File: config.mk
export PLATFORM = sky130hd
export DESIGN_NAME = mat_operand_loader_flat
export DESIGN_NICKNAME = d
export VERILOG_FILES = /design/src/rtl/mat_pkg.sv /design/src/rtl/mat_operand_loader_if.sv /design/src/rtl/mat_operand_loader.sv /design/src/flat_wrapper.sv
export SDC_FILE = /design/constraint.sdc
export NUM_CORES = 2
export LEC_CHECK = 0
export ABC_AREA = 1
export CORE_AREA = 2 2 432 434
export CTS_CLUSTER_SIZE = 40
export DETAILED_ROUTE_END_ITERATION = 12
export DIE_AREA = 0 0 434 436
export SETUP_SLACK_MARGIN = 0.05
export SYNTH_ARGS = -nofsm -noshare
export SYNTH_HDL_FRONTEND = slang
export SYNTH_SLANG_ARGS = --single-unit
File: constraint.sdc
create_clock -name clk -period 85.5 [get_ports clk]
set_input_delay 21.375 -clock clk [delete_from_list [all_inputs] [get_ports clk]]
set_output_delay 21.375 -clock clk [all_outputs]
set_load 0.02 [all_outputs]
File: src/rtl/mat_pkg.sv
// rtl/mat_pkg.sv - shared element, row and matrix types for the mat_mul operand path
package mat_pkg;

    localparam int W_IN = 8;
    localparam int N    = 8;

    typedef logic signed [W_IN-1:0] elem_t;
    typedef elem_t [N-1:0]          row_t;
    typedef row_t  [N-1:0]          matrix_t;

    typedef enum logic {
        LOAD_A = 1'b0,
        LOAD_B = 1'b1
    } load_state_e;

endpackage

File: src/rtl/mat_operand_loader_if.sv
// rtl/mat_operand_loader_if.sv - row-beat stream into the operand loader
interface mat_operand_loader_if #(
    parameter int W_IN = mat_pkg::W_IN,
    parameter int N    = mat_pkg::N
);
    logic                             s_valid;
    logic                             s_ready;
    logic                             s_first;
    logic signed [N-1:0][W_IN-1:0]    s_row;

    modport master (output s_valid, output s_first, output s_row, input s_ready);
    modport slave  (input s_valid, input s_first, input s_row, output s_ready);
endinterface

File: src/rtl/mat_operand_loader.sv
// rtl/mat_operand_loader.sv - stages N rows of A then N rows of B, publishes the pair
// to mat_mul with a one-cycle valid_out; the published bank is separate from staging.
module mat_operand_loader
    import mat_pkg::*;
#(
    parameter int W_IN = mat_pkg::W_IN,
    parameter int N    = mat_pkg::N
) (
    input  logic                                 clk,
    input  logic                                 rst,
    input  logic                                 cen,
    mat_operand_loader_if.slave                  s,
    output logic                                 valid_out,
    output logic signed [N-1:0][N-1:0][W_IN-1:0] matrix_1,
    output logic signed [N-1:0][N-1:0][W_IN-1:0] matrix_2,
    output logic                                 err,
    output logic                                 busy
);

    localparam int             CW   = (N > 1) ? $clog2(N) : 1;
    localparam logic [CW-1:0]  LAST = CW'(N - 1);

    typedef logic signed [N-1:0][W_IN-1:0] lrow_t;
    typedef lrow_t [N-1:0]                 lmat_t;

    load_state_e   state, state_n;
    logic [CW-1:0] row_cnt, row_cnt_n;
    lmat_t         stage_a, stage_b;

    logic          accept;
    logic          wr_a, wr_b, publish, set_err;
    logic [CW-1:0] wr_idx;

    // No backpressure beyond cen: publishing never collides with staging.
    assign s.s_ready = cen;
    assign accept    = s.s_valid && cen;
    assign busy      = (state == LOAD_B) || (row_cnt != '0);

    always_comb begin
        state_n   = state;
        row_cnt_n = row_cnt;
        wr_a      = 1'b0;
        wr_b      = 1'b0;
        publish   = 1'b0;
        set_err   = 1'b0;
        wr_idx    = row_cnt;
        if (accept) begin
            if (s.s_first && busy) begin
                // Unexpected frame start: drop the partial frame, restart on this beat.
                set_err   = 1'b1;
                wr_a      = 1'b1;
                wr_idx    = '0;
                state_n   = LOAD_A;
                row_cnt_n = CW'(1);
            end else begin
                unique case (state)
                    LOAD_A: begin
                        wr_a = 1'b1;
                        if (row_cnt == LAST) begin
                            state_n   = LOAD_B;
                            row_cnt_n = '0;
                        end else begin
                            row_cnt_n = row_cnt + CW'(1);
                        end
                    end
                    LOAD_B: begin
                        wr_b = 1'b1;
                        if (row_cnt == LAST) begin
                            publish   = 1'b1;
                            state_n   = LOAD_A;
                            row_cnt_n = '0;
                        end else begin
                            row_cnt_n = row_cnt + CW'(1);
                        end
                    end
                    default: state_n = LOAD_A;
                endcase
            end
        end
    end

    always_ff @(posedge clk or posedge rst) begin
        if (rst) begin
            state   <= LOAD_A;
            row_cnt <= '0;
        end else begin
            state   <= state_n;
            row_cnt <= row_cnt_n;
        end
    end

    always_ff @(posedge clk or posedge rst) begin
        if (rst) begin
            stage_a   <= '0;
            stage_b   <= '0;
            matrix_1  <= '0;
            matrix_2  <= '0;
            valid_out <= 1'b0;
            err       <= 1'b0;
        end else begin
            valid_out <= publish;
            if (set_err) begin
                err <= 1'b1;
            end
            if (wr_a) begin
                stage_a[wr_idx] <= s.s_row;
            end
            if (wr_b) begin
                stage_b[wr_idx] <= s.s_row;
            end
            if (publish) begin
                // The last B row bypasses staging so the pair is published on its own edge.
                matrix_1 <= stage_a;
                for (int r = 0; r < N; r++) begin
                    matrix_2[r] <= (r == N - 1) ? s.s_row : stage_b[r];
                end
            end
        end
    end

endmodule
File: src/flat_wrapper.sv
// flat-port wrapper written by rule: the top's interface ports become plain ports
module mat_operand_loader_flat import mat_pkg::*;
#(
    parameter int W_IN = mat_pkg::W_IN,
    parameter int N    = mat_pkg::N
)
  (clk, rst, cen, valid_out, matrix_1, matrix_2, err, busy, s_s_valid, s_s_first, s_s_row, s_s_ready);
  mat_operand_loader_if #(.W_IN(W_IN), .N(N)) s_i ();
  input  logic clk;
  input  logic rst;
  input  logic cen;
  output logic valid_out;
  output logic signed [N-1:0][N-1:0][W_IN-1:0] matrix_1;
  output logic signed [N-1:0][N-1:0][W_IN-1:0] matrix_2;
  output logic err;
  output logic busy;
  input wire logic [$bits(s_i.s_valid)-1:0] s_s_valid;
  input wire logic [$bits(s_i.s_first)-1:0] s_s_first;
  input wire logic [$bits(s_i.s_row)-1:0] s_s_row;
  output wire logic [$bits(s_i.s_ready)-1:0] s_s_ready;
  assign s_i.s_valid = s_s_valid;
  assign s_i.s_first = s_s_first;
  assign s_i.s_row = s_s_row;
  assign s_s_ready = s_i.s_ready;
  mat_operand_loader #(.W_IN(W_IN), .N(N)) u_core (.clk(clk), .rst(rst), .cen(cen), .s(s_i), .valid_out(valid_out), .matrix_1(matrix_1), .matrix_2(matrix_2), .err(err), .busy(busy));
endmodule
==> key figures <==
Status
  • Status: finished, final reports clean

Placement
  • Routability congestion estimate: 0.853
  • Hpwl dp: 165,000 um
  • Port Buffers: approximately 1,100

Die
  • Die ar.: 189,000 um2
  • Die W: about 430 um
  • CORE AREA: 185,000 um2
  • Standard-cell rows: 158
  • Starting Density: 41.6%
  • Die span in y: about 440 um
  • Io pins: 1,097

Routing
  • Drt via density: roughly 5.1
  • Top routing layer used: met5
  • Post-DRT Antenna Nets: 0
  • DR vias: 58,800
  • Met3 WL: roughly 18,000 um
  • WL met1: ~110,000 um
  • DRT Wirelength: 262,000 um
  • Drt drc: 0
  • WL/cell: 22.7 um
  • Number of DRC markers in iteration 0: 5,581
  • Met2 wire length: 118,000 um
  • Pre-Repair DR Iteration Count: 5

Synthesis
  • Synth area leaders: dfrtp_1 65%, nand2_1 13%, o21ai_0 5.5%
  • Synth Area in Simple Gates: ~16%
  • Post-synthesis mux area share: 0%
  • Commonest cells post-synth: 2,567 x nand2_1, 1,990 x dfrtp_1, 844 x o21ai_0
  • Cell area after synthesis: 76,800 um2
  • Count leader, synth: nand2_1
  • Number of synthesized register bits: between 1,500 and 2,000
  • Register area share after synthesis: 64.8%
  • Area leader, netlist: dfrtp_1
  • Post-synth EDFFs: 0
  • Syn avg cell area: 9.51 um2
  • Top cell type's share of synthesized area: 64.8%
  • Ys Warns: 0
  • Xor and xnor area share after synthesis: 0%
  • Mapped Nets: around 8,000
  • Async set-reset flop share out of synthesis: 100%
  • Largest family of logic cells by synthesized area: simple AND/OR/NAND/NOR gates
  • Top FF cell, synth: dfrtp_1
  • Post-synthesis adder-cell area fraction: 0.0651%
  • Synthesized instance count: 8,083
  • Complex-gate fraction of the synthesized area: 12.1%
  • Netlist cell types: 23

Setup path
  • CP required: 64,120 ps
  • Slowest cell on crit path: clkdlybuf4s50_1
  • Crit-path max cell delay: 610 ps
  • CP Class: in2out
  • Crit path max-delay family: buffers and inverters
  • CP cell instances: clkdlybuf4s50_1, clkdlybuf4s50_1
  • CP max FO: 2
  • CP bufs+invs: 2
  • Crit end category: output pin
  • Crit start category: primary input
  • Path depth of the worst reg2reg path: 9
  • Arrival @ worst endpoint: 22,480 ps
  • Cell mode on critical path: clkdlybuf4s50_1
  • Levels on crit path: 2

Clock network
  • Clk buf depth: 3
  • Post-CTS sizing: 0
  • CTS Hold Bufs: 0
  • # H-tree levels: 4
  • CTS tree: built
  • CTS Buf Count: slightly above 200
  • # clock sinks: 1,990
  • Setup Buffers After CTS: 0
  • CTS clk-pin slew, worst paths: around 60 ps
  • Clock Tree Root: clkbuf_16
  • Skew-Pair Late Insertion Delay: 860 ps

Power and ir drop
  • Sequential share of power: 45.3%
  • Gate power share: a little under a quarter
  • Leak: 46.1 nW
  • Clock Power Share: a little under a third
  • Internal power: 1.99 mW
  • Pwr dens: 30.1 nW/um2
  • Peak VDD IR: 17.5 uV
  • Switching Fraction: 31.2%
  • Switch Pwr: 903 uW

Global routing
  • Global-route wire length before repair: 384,000 um
  • Vias in the first global route: approximately 56,000
  • Largest net degree at the start of global routing: 284
  • Overflow after GRT: 0
  • Initial antenna violation count: 13
  • All-Layer GR Usage: between 20% and 30%

Finish
  • Filler instances: around 17,000
  • Area Growth Syn to Fin: 25.1%
  • Nets: 8,974
  • Fraction of layout cells with a size suffix above 1: between 5 and 6%
  • Final Util: 52.1%

Timing
  • Fin crit share: between 50% and 60%
  • Final min period: between 40,000 and 50,000 ps
  • Final setup TNS: 0 ps
  • Worst Max-Slew Pin Slew: between 1000 and 1500 ps
  • Max_slew headroom: 12.6%
  • Final Skew: 25.6 ps
  • Fmax: 22.8 MHz
  • Final hold viol count: 0
  • Final slew viol count: 0
  • RSZ-0062 raised after global routing: false
  • Final setup viols: 0

Job
  • Max Cap Viol: 0

Worst hold path
  • Hold depth: 2
  • Worst hold path type: reg2reg
[cell type report]
| type | count | area (um2) | share of cell area (%) |
|---|---|---|---|
| clock buffers | 316 | 6200 | 6.45 |
| clock inverters | 56 | 723 | 0.752 |
| multi-input cells | 4718 | 21600 | 22.4 |
| inverters | 780 | 2950 | 3.07 |
| flip-flops and latches | 1990 | 49800 | 51.8 |
| diodes | 1 | 2.50 | 0.00260 |
| well taps | 2480 | 3100 | 3.23 |
| repair buffers | 1207 | 11800 | 12.3 |
[layer usage]
metal | global-route usage, % | vias to the layer above
met4 | 14.7 | 2
met3 | 5.22 | 477
li1 | - | 27100
met5 | 0 | -
met2 | 41.7 | 2041
met1 | 37.0 | 29200
[path summary, 6_finish.rpt]
| check | start | endpoint | slack, ps |
|---|---|---|---|
| setup reg to reg | u_core.row_cnt[0] | u_core.matrix_1[226] | 80030 |
| hold / removal | u_core.stage_b[42] | u_core.matrix_2[42] | 450 |
| min in group asynchronous | rst | u_core.matrix_2[79] | 21020 |
| setup / recovery | cen | s_s_ready | 41650 |
| hold reg to reg | u_core.stage_b[42] | u_core.matrix_2[42] | 450 |
| max in group asynchronous | rst | u_core.stage_a[361] | 59780 |
[cell families after synthesis]
logic type / Yosys count
and+or+nand+nor: 3043
buffers and inverters: 1375
AOI/OAI and AO/OA: 1671
adders and majority gates: 4
DFF: 1990
[placed cells by master (no fill, tap or decap)]
cell | synthesis | routed
ha_1 | 4 | 4
bufinv_16 | 0 | 12
o21ai_4 | 0 | 1
o21bai_1 | 384 | 384
clkinv_8 | 0 | 4
o21ai_1 | 441 | 441
nand2_1 | 2567 | 2563
o31ai_1 | 1 | 1
buf_4 | 22 | 104
inv_1 | 775 | 772
nand2_2 | 3 | 2
clkbuf_8 | 0 | 63
dfrtp_1 | 1990 | 1990
nand2_4 | 1 | 5
clkbuf_1 | 259 | 47
clkinvlp_4 | 0 | 2
inv_2 | 5 | 4
o21ai_0 | 844 | 844
buf_2 | 286 | 19
nor2_2 | 2 | 2
nand3_4 | 1 | 2
nand3_1 | 454 | 454
inv_8 | 0 | 2
nor2_4 | 2 | 10
nand2_8 | 0 | 1
clkbuf_16 | 0 | 206
clkdlybuf4s50_1 | 0 | 1077
diode_2 | 0 | 1
nand3_2 | 2 | 1
inv_6 | 0 | 7
clkinv_2 | 0 | 28
buf_12 | 0 | 7
nand4_1 | 3 | 3
inv_16 | 0 | 3
clkinv_4 | 0 | 1
clkinv_16 | 0 | 1
[per-stage QoR]
stage / worst slack, ps / hold WS [ps] / area [um2] / total power, mW / cells
4_1_cts: 41650 / 453 / 96100 / 2.91 / 11500
6_report: 41650 / 453 / 96100 / 2.89 / 11500
2_1_floorplan: 7920 / 442 / 76800 / 1.72 / 8083
3_3_place_gp: 41620 / 452 / 89200 / 1.96 / 11200
3_5_place_dp: 41650 / 451 / 89200 / 1.99 / 11200
5_1_grt: 41620 / 473 / 96100 / 3.04 / 11500
[power groups by stage]
stage	registers [mW]	clock network [mW]	logic, mW
4_1_cts	1.31	0.934	0.673
2_1_floorplan	1.39	0	0.329
5_1_grt	1.33	0.972	0.738
3_5_place_dp	1.32	0	0.667
6_report	1.31	0.917	0.666
3_3_place_gp	1.31	0	0.650
[sequential cells by signal (all words and copies together) (netlist names)]
register,count
u_core.matrix_1,512
u_core.matrix_2,512
u_core.stage_a,512
u_core.stage_b,448
u_core.row_cnt,3
u_core.err,1
u_core.state,1
u_core.valid_out,1
No activity file was read; power rests on OpenSTA's default activity.
